$ cat src/rtl/fetch_queue_pkg.sv
// Shared types and constants for the instruction prefetch queue.
package fetch_queue_pkg;

  localparam int XLEN    = 32;
  localparam int INSTR_W = 32;
  localparam logic [INSTR_W-1:0] NOP_INSTR = 32'h00000013;

  typedef struct packed {
    logic [XLEN-1:0]    pc;
    logic [INSTR_W-1:0] instr;
  } fetch_entry_t;

  localparam int ENTRY_W = $bits(fetch_entry_t);

  function automatic logic [XLEN-1:0] word_align(input logic [XLEN-1:0] addr);
    return {addr[XLEN-1:2], 2'b00};
  endfunction

endpackage

$ cat src/rtl/fetch_queue_if.sv
// Instruction memory request/response bus between the prefetcher and imem.
interface fetch_queue_if;
  import fetch_queue_pkg::*;

  logic               imem_req;
  logic [XLEN-1:0]    imem_addr;
  logic               imem_ready;
  logic               imem_rvalid;
  logic [INSTR_W-1:0] imem_rdata;

  modport master (
    output imem_req, imem_addr,
    input  imem_ready, imem_rvalid, imem_rdata
  );

  modport slave (
    input  imem_req, imem_addr,
    output imem_ready, imem_rvalid, imem_rdata
  );

endinterface

$ cat src/rtl/fetch_queue_sync_fifo.sv
// Synchronous FIFO with flush; head is read straight from the storage flops.
module sync_fifo #(
  parameter int WIDTH = 64,
  parameter int DEPTH = 4,
  localparam int AW = $clog2(DEPTH),
  localparam int CW = AW + 1
) (
  input  logic             clk_i,
  input  logic             rst_i,
  input  logic             flush_i,
  input  logic             push_i,
  input  logic [WIDTH-1:0] wdata_i,
  input  logic             pop_i,
  output logic [WIDTH-1:0] head_o,
  output logic [CW-1:0]    count_o
);

  logic [WIDTH-1:0] mem_q [DEPTH];
  logic [AW-1:0]    rd_ptr_q, wr_ptr_q;
  logic [CW-1:0]    count_q;
  logic             do_push, do_pop;

  assign do_push = push_i && (count_q != CW'(DEPTH));
  assign do_pop  = pop_i && (count_q != '0);

  always_ff @(posedge clk_i) begin
    if (rst_i || flush_i) begin
      rd_ptr_q <= '0;
      wr_ptr_q <= '0;
      count_q  <= '0;
    end else begin
      if (do_push) wr_ptr_q <= wr_ptr_q + 1'b1;
      if (do_pop)  rd_ptr_q <= rd_ptr_q + 1'b1;
      count_q <= count_q + CW'(do_push) - CW'(do_pop);
    end
  end

  always_ff @(posedge clk_i) begin
    if (do_push && !rst_i && !flush_i) mem_q[wr_ptr_q] <= wdata_i;
  end

  assign head_o  = mem_q[rd_ptr_q];
  assign count_o = count_q;

endmodule

$ cat src/rtl/fetch_queue.sv
// Sequential instruction prefetcher feeding the F/D register; flushes on redirect.
module fetch_queue
  import fetch_queue_pkg::*;
#(
  parameter int              DEPTH    = 4,
  parameter logic [XLEN-1:0] RESET_PC = 32'h00000000
) (
  input  logic               clock,
  input  logic               reset,
  input  logic               set_PC,
  input  logic [XLEN-1:0]    new_PC,
  input  logic               stall_F_D,
  fetch_queue_if.master      imem,
  output logic               instr_valid,
  output logic [INSTR_W-1:0] instr_out,
  output logic [XLEN-1:0]    PC_out
);

  localparam int CW = $clog2(DEPTH) + 1;

  logic [XLEN-1:0]    fetch_pc_q, fetch_pc_d;
  logic [XLEN-1:0]    req_pc_q, req_pc_d;
  logic               in_flight_q, in_flight_d;
  logic [CW-1:0]      fifo_count;
  logic [CW:0]        reserved;
  logic [ENTRY_W-1:0] head_bits;
  fetch_entry_t       head, push_entry;
  logic               accept, push, pop;

  // Slots already filled plus the one outstanding response; never overcommit.
  assign reserved = {1'b0, fifo_count} + (CW+1)'(in_flight_q);

  always_comb begin
    imem.imem_req  = !reset && !set_PC && (reserved < (CW+1)'(DEPTH));
    imem.imem_addr = fetch_pc_q;
    accept         = imem.imem_req && imem.imem_ready;
    push           = imem.imem_rvalid && in_flight_q && !set_PC;
    instr_valid    = (fifo_count != '0);
    pop            = instr_valid && !stall_F_D && !set_PC;
  end

  always_comb begin
    fetch_pc_d  = fetch_pc_q;
    req_pc_d    = req_pc_q;
    in_flight_d = accept;
    if (set_PC) begin
      fetch_pc_d  = word_align(new_PC);
      in_flight_d = 1'b0;
    end else if (accept) begin
      fetch_pc_d = fetch_pc_q + 32'd4;
      req_pc_d   = fetch_pc_q;
    end
  end

  always_ff @(posedge clock) begin
    if (reset) begin
      fetch_pc_q  <= RESET_PC;
      req_pc_q    <= '0;
      in_flight_q <= 1'b0;
    end else begin
      fetch_pc_q  <= fetch_pc_d;
      req_pc_q    <= req_pc_d;
      in_flight_q <= in_flight_d;
    end
  end

  assign push_entry = '{pc: req_pc_q, instr: imem.imem_rdata};

  sync_fifo #(
    .WIDTH (ENTRY_W),
    .DEPTH (DEPTH)
  ) u_fifo (
    .clk_i   (clock),
    .rst_i   (reset),
    .flush_i (set_PC),
    .push_i  (push),
    .wdata_i (push_entry),
    .pop_i   (pop),
    .head_o  (head_bits),
    .count_o (fifo_count)
  );

  assign head      = fetch_entry_t'(head_bits);
  assign instr_out = instr_valid ? head.instr : NOP_INSTR;
  assign PC_out    = instr_valid ? head.pc : '0;

endmodule

$ cat src/flat_wrapper.sv
// flat-port wrapper written by rule: the top's interface ports become plain ports
module fetch_queue_flat import fetch_queue_pkg::*;
#(
  parameter int              DEPTH    = 4,
  parameter logic [XLEN-1:0] RESET_PC = 32'h00000000
)
  (clock, reset, set_PC, new_PC, stall_F_D, instr_valid, instr_out, PC_out, imem_imem_req, imem_imem_addr, imem_imem_ready, imem_imem_rvalid, imem_imem_rdata);
  fetch_queue_if imem_i ();
  input  logic clock;
  input  logic reset;
  input  logic set_PC;
  input  logic [XLEN-1:0] new_PC;
  input  logic stall_F_D;
  output logic instr_valid;
  output logic [INSTR_W-1:0] instr_out;
  output logic [XLEN-1:0] PC_out;
  output wire logic [$bits(imem_i.imem_req)-1:0] imem_imem_req;
  output wire logic [$bits(imem_i.imem_addr)-1:0] imem_imem_addr;
  input wire logic [$bits(imem_i.imem_ready)-1:0] imem_imem_ready;
  input wire logic [$bits(imem_i.imem_rvalid)-1:0] imem_imem_rvalid;
  input wire logic [$bits(imem_i.imem_rdata)-1:0] imem_imem_rdata;
  assign imem_imem_req = imem_i.imem_req;
  assign imem_imem_addr = imem_i.imem_addr;
  assign imem_i.imem_ready = imem_imem_ready;
  assign imem_i.imem_rvalid = imem_imem_rvalid;
  assign imem_i.imem_rdata = imem_imem_rdata;
  fetch_queue #(.DEPTH(DEPTH), .RESET_PC(RESET_PC)) u_core (.clock(clock), .reset(reset), .set_PC(set_PC), .new_PC(new_PC), .stall_F_D(stall_F_D), .imem(imem_i), .instr_valid(instr_valid), .instr_out(instr_out), .PC_out(PC_out));
endmodule
$ cat config.mk
export PLATFORM = sky130hd
export DESIGN_NAME = fetch_queue_flat
export DESIGN_NICKNAME = d
export VERILOG_FILES = /design/src/rtl/fetch_queue_pkg.sv /design/src/rtl/fetch_queue_if.sv /design/src/rtl/fetch_queue_sync_fifo.sv /design/src/rtl/fetch_queue.sv /design/src/flat_wrapper.sv
export SDC_FILE = /design/constraint.sdc
export NUM_CORES = 1
export LEC_CHECK = 0
export ABC_AREA = 1
export CAP_MARGIN = 0
export CORE_UTILIZATION = 60
export CTS_CLUSTER_DIAMETER = 30
export CTS_CLUSTER_SIZE = 28
export DETAILED_ROUTE_END_ITERATION = 16
export DONT_BUFFER_PORTS = 1
export GPL_TIMING_DRIVEN = 0
export PLACE_DENSITY = 0.86
export RECOVER_POWER = 100
export SKIP_CTS_REPAIR_TIMING = 1
export SYNTH_ARGS = -nofsm -noshare
export SYNTH_HDL_FRONTEND = slang
export SYNTH_SLANG_ARGS = --single-unit
$ cat constraint.sdc
create_clock -name clock -period 8.8 [get_ports clock]
set_clock_uncertainty 0.2 [all_clocks]
set_input_delay 0.88 -clock clock [delete_from_list [all_inputs] [get_ports clock]]
set_output_delay 0.88 -clock clock [all_outputs]
set_load 0.005 [all_outputs]
==> summary.md, run 1 <==
| Metric | Value |
|---|---|
| Die W | between 150 and 200 µm |
| Placed cells | roughly 1600 |
| Fin. Hold Viols | 0 |
| P_leak | approximately 5.4 nW |
| Tcrit/Tclk final | just over 60% |
| Slew HR | -30.8% |
| Std cell rows | 53 |
| RSZ-0062 raised after global routing | no |
| Share of the synthesized area in the top cell type | 56.3% |
| Initial antenna violation count | 0 |
| CTS Root Cell | clkbuf_16 |
| Core ar. | approximately 0.021 mm² |
| Pint | approximately 2.7 mW |
| Commonest non-fill, non-tap cell in the layout | nor2_1 |
| Final Setup Violations | 0 |
| H-tree depth | 2 |
| Global-route wire length before repair | just under 50000 µm |
| Nets | 1439 |
| Most frequent cells in the layout | 304 x nor2_1, 248 x edfxtp_1, 163 x nand2_1 |
| Sequential share of power | 46.6% |
| Seq/Total Area, Yosys | approximately two thirds |
| R2r endpoint | u_core.u_fifo.mem_q[0][8] |
| Synth-to-Final Area Change | 14.5% |
| Area leader, netlist | edfxtp_1 |
| DR iter-0 viols | between 1000 and 1500 |
| N_diodes | 0 |
| Worst-skew pair later-pin latency | 550 ps |
| Die footprint | 0.0227 mm² |
| WP data required | slightly below 9000 ps |
| Synth area leaders | edfxtp_1 56%, dfxtp_1 11%, nor2_1 8.6% |
| Final antenna-violating net count | 0 |
| Fmax achieved | approximately 190 MHz |
| Via-to-Cell Ratio | ~5.8 |
| Tot GR Track Use | between 20% and 30% |
| Ys Warns | 0 |
| Initial Utilization | 62.0% |
| Met1 GRT Util | between 30% and 40% |
| FFs w/ async S/R, synth | 0% |
| Share of cells above drive strength 1 | approximately 6.7% |
| Final Slew Violations | ~190 |
| CTS Sinks | between 300 and 400 |
| PD cells | ~230 mW/mm² |
| Drt pass-1 iters | 6 |
| Min cycle time layout | 5380 ps |
| Maxcap violations | 7 |
| Mean post-synth cell area | 10.2 µm² |
| Hold Crit Class | in2reg |
| Worst slew pin tran | approximately 2000 ps |
| Largest net degree at the start of global routing | 31 |
| Drt drc | 0 |
| I/O Pins | about 170 |
| Hold Path End | u_core.u_fifo.mem_q[2][22] |
| Final WL | roughly 32000 µm |
| Synth Instances | between 1000 and 1500 |
| EDFF count, synth | about 250 |
| Met3 global-route usage | under 10% |
| R2R cell count | 6 |
| Reg2reg start | u_core.in_flight_q |
| Hold path cells | 0 |
| Sw Pwr | 0.803 mW |
| Clock share of power | 51.5% |
| Setup CP Type | in2reg |
| CTS buffer count | between 40 and 50 |
| Tot Pwr | around 3.6 mW |
| Comb pwr share | about 1.9% |
| Wire length per cell | a little under 20 µm |
| Vias in the first global route | 9392 |
| Port buffer count | 0 |
| CTS tree | done |
| Maximum clock insertion buffer count | 3 |
| Outcome | finished with violations |
| Gr ovfl total | 0 |
| Commonest register cell after synthesis | edfxtp_1 |
| Final Non-Filler Cells | between 1500 and 2000 |
| Arrival time worst endpoint | around 5300 ps |
| Vias | slightly below 10000 |
| GR Util met2 | 49.1% |
| Area of the mapped netlist | around 0.013 mm² |
| Worst setup SP type | input pin |
| Maximum vdd ir drop | 0.141 mV |
| CTS clock-pin slew for the worst setup and hold paths | ~60 ps |
| CP endpoint kind | register |
| Switching share of total power | between 20% and 30% |
| Worst R2R Setup Slack | 3840 ps |
| Top Usage Layer GRT | met2 |
| Worst Path Max Fanout | 26 |
| HPWL after detailed placement | slightly above 20000 µm |
| Post-synth cell types | 32 |
| Die Y | between 150 and 200 µm |
| Register bit count reported by yosys | around 320 |
| Setup Total Neg Slack | 0 ps |
| Violated checks | capacitance limit, slew limit |
| Hold path start | imem_imem_rdata[22] |
| Gp weighted congestion | around 0.92 |
==> power groups by stage <==
stage / combinational [mW] / clock, mW / sequential (mW)
final: 0.0675 / 1.83 / 1.66
after global routing: 0.0769 / 1.91 / 1.66
after CTS: 0.0694 / 1.84 / 1.65
after detailed placement: 0.0685 / 0 / 1.69
after global placement: 0.0662 / 0 / 1.68
after floorplan: 0.0519 / 0 / 1.68
==> layer usage <==
metal | vias up | part of all wire (%)
met1 | 4450 | 37
met2 | 575 | 49
met3 | 75 | 11
li1 | 4565 | -
met4 | 0 | 2.4
met5 | - | 0
==> logic make-up after synthesis <==
family          after synthesis  share of synthesized area (%)
flops                       318                           66.8
fa+ha+maj                     9                          0.907
compound gates              276                           10.7
xor+xnor                      9                          0.595
other cells                   1                         0.0283
simple gates                545                           16.5
buf+inv                     142                           4.49
==> cell usage after synthesis, types with 4 or more instances <==
master,number
a21oi_1,114
buf_4,5
nand3_1,68
inv_1,67
clkbuf_1,46
o21ai_0,151
xor2_1,5
a21boi_0,4
buf_2,16
ha_1,8
nand2_1,163
nor2_1,302
edfxtp_1,248
dfxtp_1,70
xnor2_1,4
==> through the flow <==
step	hold slack, ps	utilization [%]	cell area, µm²	setup WS (ps)
2_1_floorplan	236	-	13200	4210
3_3_place_gp	253	63.7	13600	2270
3_5_place_dp	263	64.5	13800	5670
4_1_cts	209	72.0	15400	5160
5_1_grt	214	71.0	15200	3130
6_report	227	71.0	15200	3420
==> registers in the layout, indices dropped and copies added, names as in the netlist, named ones only <==
register / flops
u_core.u_fifo.wr_ptr_q: 2
u_core.imem.imem_addr: 30
u_core.req_pc_q: 30
u_core.u_fifo.mem_q: 248
u_core.in_flight_q: 1
u_core.u_fifo.count_o: 3
u_core.u_fifo.rd_ptr_q: 2
==> final cells by class <==
type                            instances  area, µm²
Clock inverter                         36        380
Inverter                               70        263
Multi-Input combinational cell        843       3780
Timing Repair Buffer                    8       30.0
Sequential cell                       318       8850
Tap cell                              275        344
Fill cell                            1424       6200
Buffer                                 72        290
Clock buffer                           52       1220
==> critical path, cell delays in order <==
cell	delay [ps]
clkbuf_1	220
nor2_1	380
nand3_1	250
nor2_1	990
clkbuf_1	1230
clkbuf_1	1310
==> worst max path at each step <==
stage                  start                   endpoint  slack [ps]  depth (start not counted)
finish                 reset  u_core.u_fifo.mem_q[0][8]        3420                          6
global route           reset  u_core.u_fifo.mem_q[0][8]        3130                          6
CTS                 register                 PC_out[16]        5160                          7
detailed placement     reset  u_core.u_fifo.mem_q[0][5]        5670                          6
global placement       reset  u_core.u_fifo.mem_q[1][5]        2270                          4
floorplan              reset  u_core.u_fifo.mem_q[0][0]        4210                          4
No activity file was read; power rests on OpenSTA's default activity.
==> run 2, diff against run 1 <==
- clock period: 8.8 -> 5.5 ns (I/O delays scaled with it)
==> run 2 against run 1 <==
Effect of this change: clock power rose by 60%; sequential power rose by 60%; wire length grew 2.9%; via count up 2.8%; utilization up 1.6 points; clock-buffer cell count unchanged; critical path depth did not move; largest cell class unchanged; power is 61% higher; die area unchanged; first-iteration DRC count rose by 7.1%; largest power group unchanged; final area rose by 2.3%; the flow still finishes with violations (capacitance limit, slew limit).
==> summary.md, run 2 (synthesis gave the netlist of run 1 again) <==
| Metric | Value |
|---|---|
| N_diodes | 0 (unchanged) |
| CTS Sinks | 318 (unchanged) |
| Tot Pwr | 5.72 mW (+61%) |
| Final Worst Setup Slack | 1580 ps (-1840 ps) |
| Place WS | 2700 ps (-2970 ps) |
| Gp weighted congestion | 0.925 (unchanged) |
| Maximum clock insertion buffer count | 3 (unchanged) |
| Share of cells above drive strength 1 | 6.78% (+0.059 points) |
| Std cell rows | 53 (unchanged) |
| Setup Total Neg Slack | 0 ps (unchanged) |
| Placed cells | 1586 (unchanged) |
| I/O Pins | 168 (unchanged) |
| Top cell by count, worst path | nor2_1 |
| Maxcap violations | 6 (-1) |
| Fmax achieved | between 200 and 300 MHz |
| Vias in the first global route | 9392 (unchanged) |
| P_leak | 5.52 nW (+2.7%) |
| Reg2reg start | u_core.in_flight_q |
| DR iter-0 viols | 1147 (+7.1%) |
| Die W | 151 µm (unchanged) |
| Min cycle time layout | 3920 ps |
| H-tree depth | 2 (unchanged) |
| Largest net degree at the start of global routing | 31 (unchanged) |
| CP Cell Sequence | nand2_1 -> nor2_1 -> nand3_1 -> nor2_1 -> clkbuf_1 -> buf_12 |
| Worst slew pin tran | 1980 ps (+19.7 ps) |
| Slew HR | -32.1% (-1.3 points) |
| Global-route wire length before repair | 49600 µm (unchanged) |
| Biggest register | u_core.u_fifo.mem_q |
| Worst setup SP type | register |
| Fill count | 1383 (-2.9%) |
| Initial Utilization | 62.0% (unchanged) |
| Drt drc | 0 (unchanged) |
| Final Non-Filler Cells | 1706 (+1.9%) |
| Setup CP Type | reg2reg |
| Worst-skew pair later-pin latency | 550 ps (about the same) |
| Vias | 9933 (+2.8%) |
| Tot GR Track Use | 29.1% (unchanged) |
| Worst hold slack | 10.6 ps (-217 ps) |
| CTS Root Cell | clkbuf_16 |
| Wire length per cell | 19.5 µm (+0.95%) |
| Commonest non-fill, non-tap cell in the layout | nor2_1 |
| Core ar. | 0.0214 mm² (unchanged) |
| PD cells | 369 mW/mm² (+57%) |
| Worst Path Max Fanout | 26 (unchanged) |
| Area after DPL | 0.0138 mm² (unchanged) |
| Hold Crit Class | in2reg |
| Initial antenna violation count | 0 (unchanged) |
| Final Slew Violations | 157 (-15%) |
| Gr ovfl total | 0 (unchanged) |
| Hold path start | set_PC |
| Tcrit/Tclk final | 71.3% |
| Via-to-Cell Ratio | 5.82 (+0.85%) |
| Outcome | finished with violations |
| CTS clock-pin slew for the worst setup and hold paths | 60 ps (about the same) |
| Synth-to-Final Area Change | 17.1% |
| Violated checks | capacitance limit, slew limit |
| Fin. Hold Viols | 0 (unchanged) |
| Arrival time worst endpoint | 3950 ps (-1360 ps) |
| WP data required | 5530 ps (-3200 ps) |
| Final Util | 72.6% (+1.6 points) |
| Max reg flops | 248 (unchanged) |
| HPWL after detailed placement | 20800 µm (unchanged) |
| Die footprint | 0.0227 mm² (unchanged) |
| Final antenna-violating net count | 0 (unchanged) |
| Die Y | 151 µm (unchanged) |
| Drt pass-1 iters | 5 (-1) |
| Final WL | 33200 µm (+2.9%) |
| Most frequent cells in the layout | 303 x nor2_1, 248 x edfxtp_1, 163 x nand2_1 |
| Nets | 1471 (+2.2%) |
| Worst Setup SP | u_core.in_flight_q |
| Final Setup Violations | 0 (unchanged) |
| CP endpoint kind | register |
| Largest stage delay, worst path | 1300 ps (about the same) |
| Final Cell Area | 0.0155 mm² (+2.3%) |
| Maximum vdd ir drop | 0.225 mV (+60%) |
| Worst path slowest cell | clkbuf_1 |
| CTS buffer count | 47 (unchanged) |
| RSZ-0062 raised after global routing | no |
| CTS tree | done |
| Port buffer count | 0 (unchanged) |
run 2: layout make-up:
| type | count | area [µm²] | share of cell area, % |
|---|---|---|---|
| Clock buffer | 52 | 1220 | 7.85 |
| Sequential cell | 318 | 8850 | 57.1 |
| Timing Repair Buffer | 40 | 367 | 2.37 |
| Clock inverter | 36 | 380 | 2.45 |
| Inverter | 70 | 263 | 1.70 |
| Tap cell | 275 | 344 | 2.22 |
| Multi-Input combinational cell | 843 | 3790 | 24.4 |
| Buffer | 72 | 292 | 1.88 |
run 2: metal layers:
metal	GRT usage [%]	part of all wire (%)
met1	36.3	37
met3	7.36	11
met4	10.7	2.8
met2	49.1	49
met5	0	0
run 2: worst max-delay path, delay by kind of cell, from the launching register on:
kind / cells / cell delay, ps
buf+inv: 2 / 1610
flops: 1 / 400
simple gates: 4 / 1380
run 2: worst paths after layout:
kind | to | slack [ps] | depth (start not counted)
setup reg to reg | u_core.u_fifo.mem_q[0][8] | 1580 | 6
hold reg to reg | u_core.u_fifo.rd_ptr_q[0] | 280 | 1
hold / removal | u_core.u_fifo.wr_ptr_q[1] | 10 | 3
setup / recovery | u_core.u_fifo.mem_q[0][8] | 1580 | 6
run 2: power breakdown:
group          internal (mW)  switching, mW
clock                   1.76           1.18
sequential              2.61         0.0412
combinational         0.0509         0.0873
total                   4.41           1.31
==> run 3, diff against run 2 <==
- CORE_UTILIZATION: 60 -> 57
- PLACE_DENSITY: 0.86 -> 0.85
- clock period: 5.5 -> 3.3 ns (I/O delays scaled with it)
==> run 3 against run 2 <==
Effect of this change: the flow now finishes without violations; die area rose by 5.2%; global-route usage is 1.5 points lower; clock power up 86%; register-to-register slack lost 1100 ps; critical path type is now reg2out; largest cell class unchanged.
==> summary.md, run 3 (synthesis gave the netlist of run 1 again) <==
| Metric | Value |
|---|---|
| PD cells | 625 mW/mm² (+69%) |
| Setup CP Type | reg2out |
| CTS clock-pin slew for the worst setup and hold paths | 60 ps (about the same) |
| Global-route wire length before repair | 50500 µm (+1.9%) |
| Worst-skew pair later-pin latency | 570 ps (+20 ps) |
| Die footprint | 0.0238 mm² (+5.2%) |
| Synth-to-Final Area Change | 22.3% |
| Final Slew Violations | 0 (-100%) |
| Hold Crit Class | in2reg |
| DR iter-0 viols | 1067 (-7.0%) |
| Worst slew pin tran | 1200 ps (-778 ps) |
| Max reg flops | 248 (unchanged) |
| Drt pass-1 iters | 8 (+3) |
| Worst path slowest cell | o311ai_0 |
| Sequential share of power | 43.6% (-2.7 points) |
| CP endpoint kind | output pin |
| Largest net degree at the start of global routing | 31 (unchanged) |
| Drt drc | 0 (unchanged) |
| Std cell rows | 55 (+3.8%) |
| Maximum vdd ir drop | 0.409 mV (+82%) |
| Worst Path Max Fanout | 10 (-62%) |
| Area after DPL | 0.0138 mm² (+0.25%) |
| P_leak | 5.84 nW (+5.8%) |
| Final WL | 35200 µm (+5.8%) |
| Vias in the first global route | 9411 (+0.20%) |
| WP data required | 2770 ps (-2760 ps) |
| Gp weighted congestion | 0.989 (+6.9%) |
| Initial Utilization | 58.3% (-3.7 points) |
| Top cell by count, worst path | buf_2 |
| CTS buffer count | 50 (+6.4%) |
| Arrival time worst endpoint | 2630 ps (-1320 ps) |
| Maximum clock insertion buffer count | 3 (unchanged) |
| Die Y | 154 µm (+2.6%) |
| Via-to-Cell Ratio | 5.89 (+1.1%) |
| Die W | 154 µm (+2.6%) |
| Worst setup SP type | register |
| HPWL after detailed placement | 21100 µm (+1.6%) |
| Most frequent cells in the layout | 301 x nor2_1, 248 x edfxtp_1, 163 x nand2_1 |
| Gr ovfl total | 0 (unchanged) |
| Pint | 7.80 mW (+77%) |
| Final antenna-violating net count | 0 (unchanged) |
| Comb pwr share | 2.7% (+0.3 points) |
| Wire length per cell | 20.0 µm (+2.8%) |
| CTS Root Cell | clkbuf_16 |
| Switching share of total power | 23.0% (+0.14 points) |
| RSZ-0062 raised after global routing | no |
| Final Setup Violations | 0 (unchanged) |
| Share of cells above drive strength 1 | 7.82% (+1.0 points) |
| Nets | 1507 (+2.4%) |
| Fmax achieved | 316 MHz |
| H-tree depth | 2 (unchanged) |
| Maxcap violations | 0 (-6) |
| Tot GR Track Use | 27.6% (-1.5 points) |
| Fin. Hold Viols | 0 (unchanged) |
| Port buffer count | 0 (unchanged) |
| CTS Sinks | 318 (unchanged) |
| Core ar. | 0.0227 mm² (+6.4%) |
| CTS tree | done |
| Setup Total Neg Slack | 0 ps (unchanged) |
| Final Cell Area | 0.0162 mm² (+4.5%) |
| Clock share of power | 53.7% (+2.4 points) |
| Initial antenna violation count | 0 (unchanged) |
| Biggest register | u_core.u_fifo.mem_q |
| Commonest non-fill, non-tap cell in the layout | nor2_1 |
| Slew HR | 19.6% (+52 points) |
| Min cycle time layout | approximately 3200 ps |
| Outcome | finished, final reports clean |
| N_diodes | 0 (unchanged) |
| Sw Pwr | 2.33 mW (+78%) |
| CP Cell Sequence | inv_1 -> buf_2 -> buf_2 -> nor2_1 -> o311ai_0 |
| Largest stage delay, worst path | 670 ps (-630 ps) |
| I/O Pins | 168 (unchanged) |
| Tcrit/Tclk final | 95.8% |
| Vias | 10329 (+4.0%) |
## run 3: metal layers
| layer | vias up | wire, µm | global-route usage, % | share of wire (%) |
|---|---|---|---|---|
| li1 | 4701 | - | - | - |
| met1 | 4803 | 13400 | 34.6 | 38 |
| met2 | 707 | 16800 | 45.1 | 48 |
| met3 | 118 | 3700 | 7.54 | 11 |
| met4 | 0 | 1240 | 12.3 | 3.5 |
| met5 | - | 0 | 0 | 0 |
## run 3: cell type report
| class | count | area [µm²] |
|---|---|---|
| Buffer | 70 | 293 |
| Clock buffer | 55 | 1290 |
| Clock inverter | 39 | 520 |
| Fill cell | 1466 | 6520 |
| Inverter | 70 | 263 |
| Multi-Input combinational cell | 843 | 3800 |
| Sequential cell | 318 | 8850 |
| Tap cell | 285 | 357 |
| Timing Repair Buffer | 75 | 820 |
## run 3: power by group through the flow
stage          Clock, mW  Combinational [mW]  Sequential (mW)
2_1_floorplan          0               0.138             4.47
3_3_place_gp           0               0.178             4.49
3_5_place_dp           0               0.185             4.49
4_1_cts             5.45               0.188             4.41
5_1_grt             5.64               0.296             4.42
6_report            5.44               0.271             4.42
## run 3: final timing paths
| check | end | depth (start not counted) | startpoint | slack [ps] |
|---|---|---|---|---|
| min reg2reg | u_core.u_fifo.mem_q[3][43] | 0 | u_core.req_pc_q[11] | 300 |
| max reg2reg | u_core.u_fifo.count_o[2] | 9 | u_core.u_fifo.count_o[2] | 490 |
| max | instr_out[1] | 5 | register | 140 |
| min | u_core.imem.imem_addr[8] | 5 | set_PC | 90 |
## run 3: stage by stage
step / instances / hold WS [ps] / setup slack, ps / total power, mW / utilization (%)
floorplan: 1303 / 229 / -739 / 4.61 / -
finish: 1755 / 90.6 / 139 / 10.1 / 71.3
global placement: 1588 / 229 / -2650 / 4.67 / 59.9
CTS: 1690 / -363 / 81.7 / 10.1 / 68.8
global route: 1755 / 130 / 18.1 / 10.4 / 71.3
detailed placement: 1596 / 229 / 459 / 4.68 / 60.8
## run 3: critical path: cells and delay by family, from the launching register on
kind                   cells  cell delay [ps]
flip-flops                 1              470
AND/OR/NAND/NOR            1               60
AO/OA/AOI/OAI              1              670
buffers and inverters      3              850
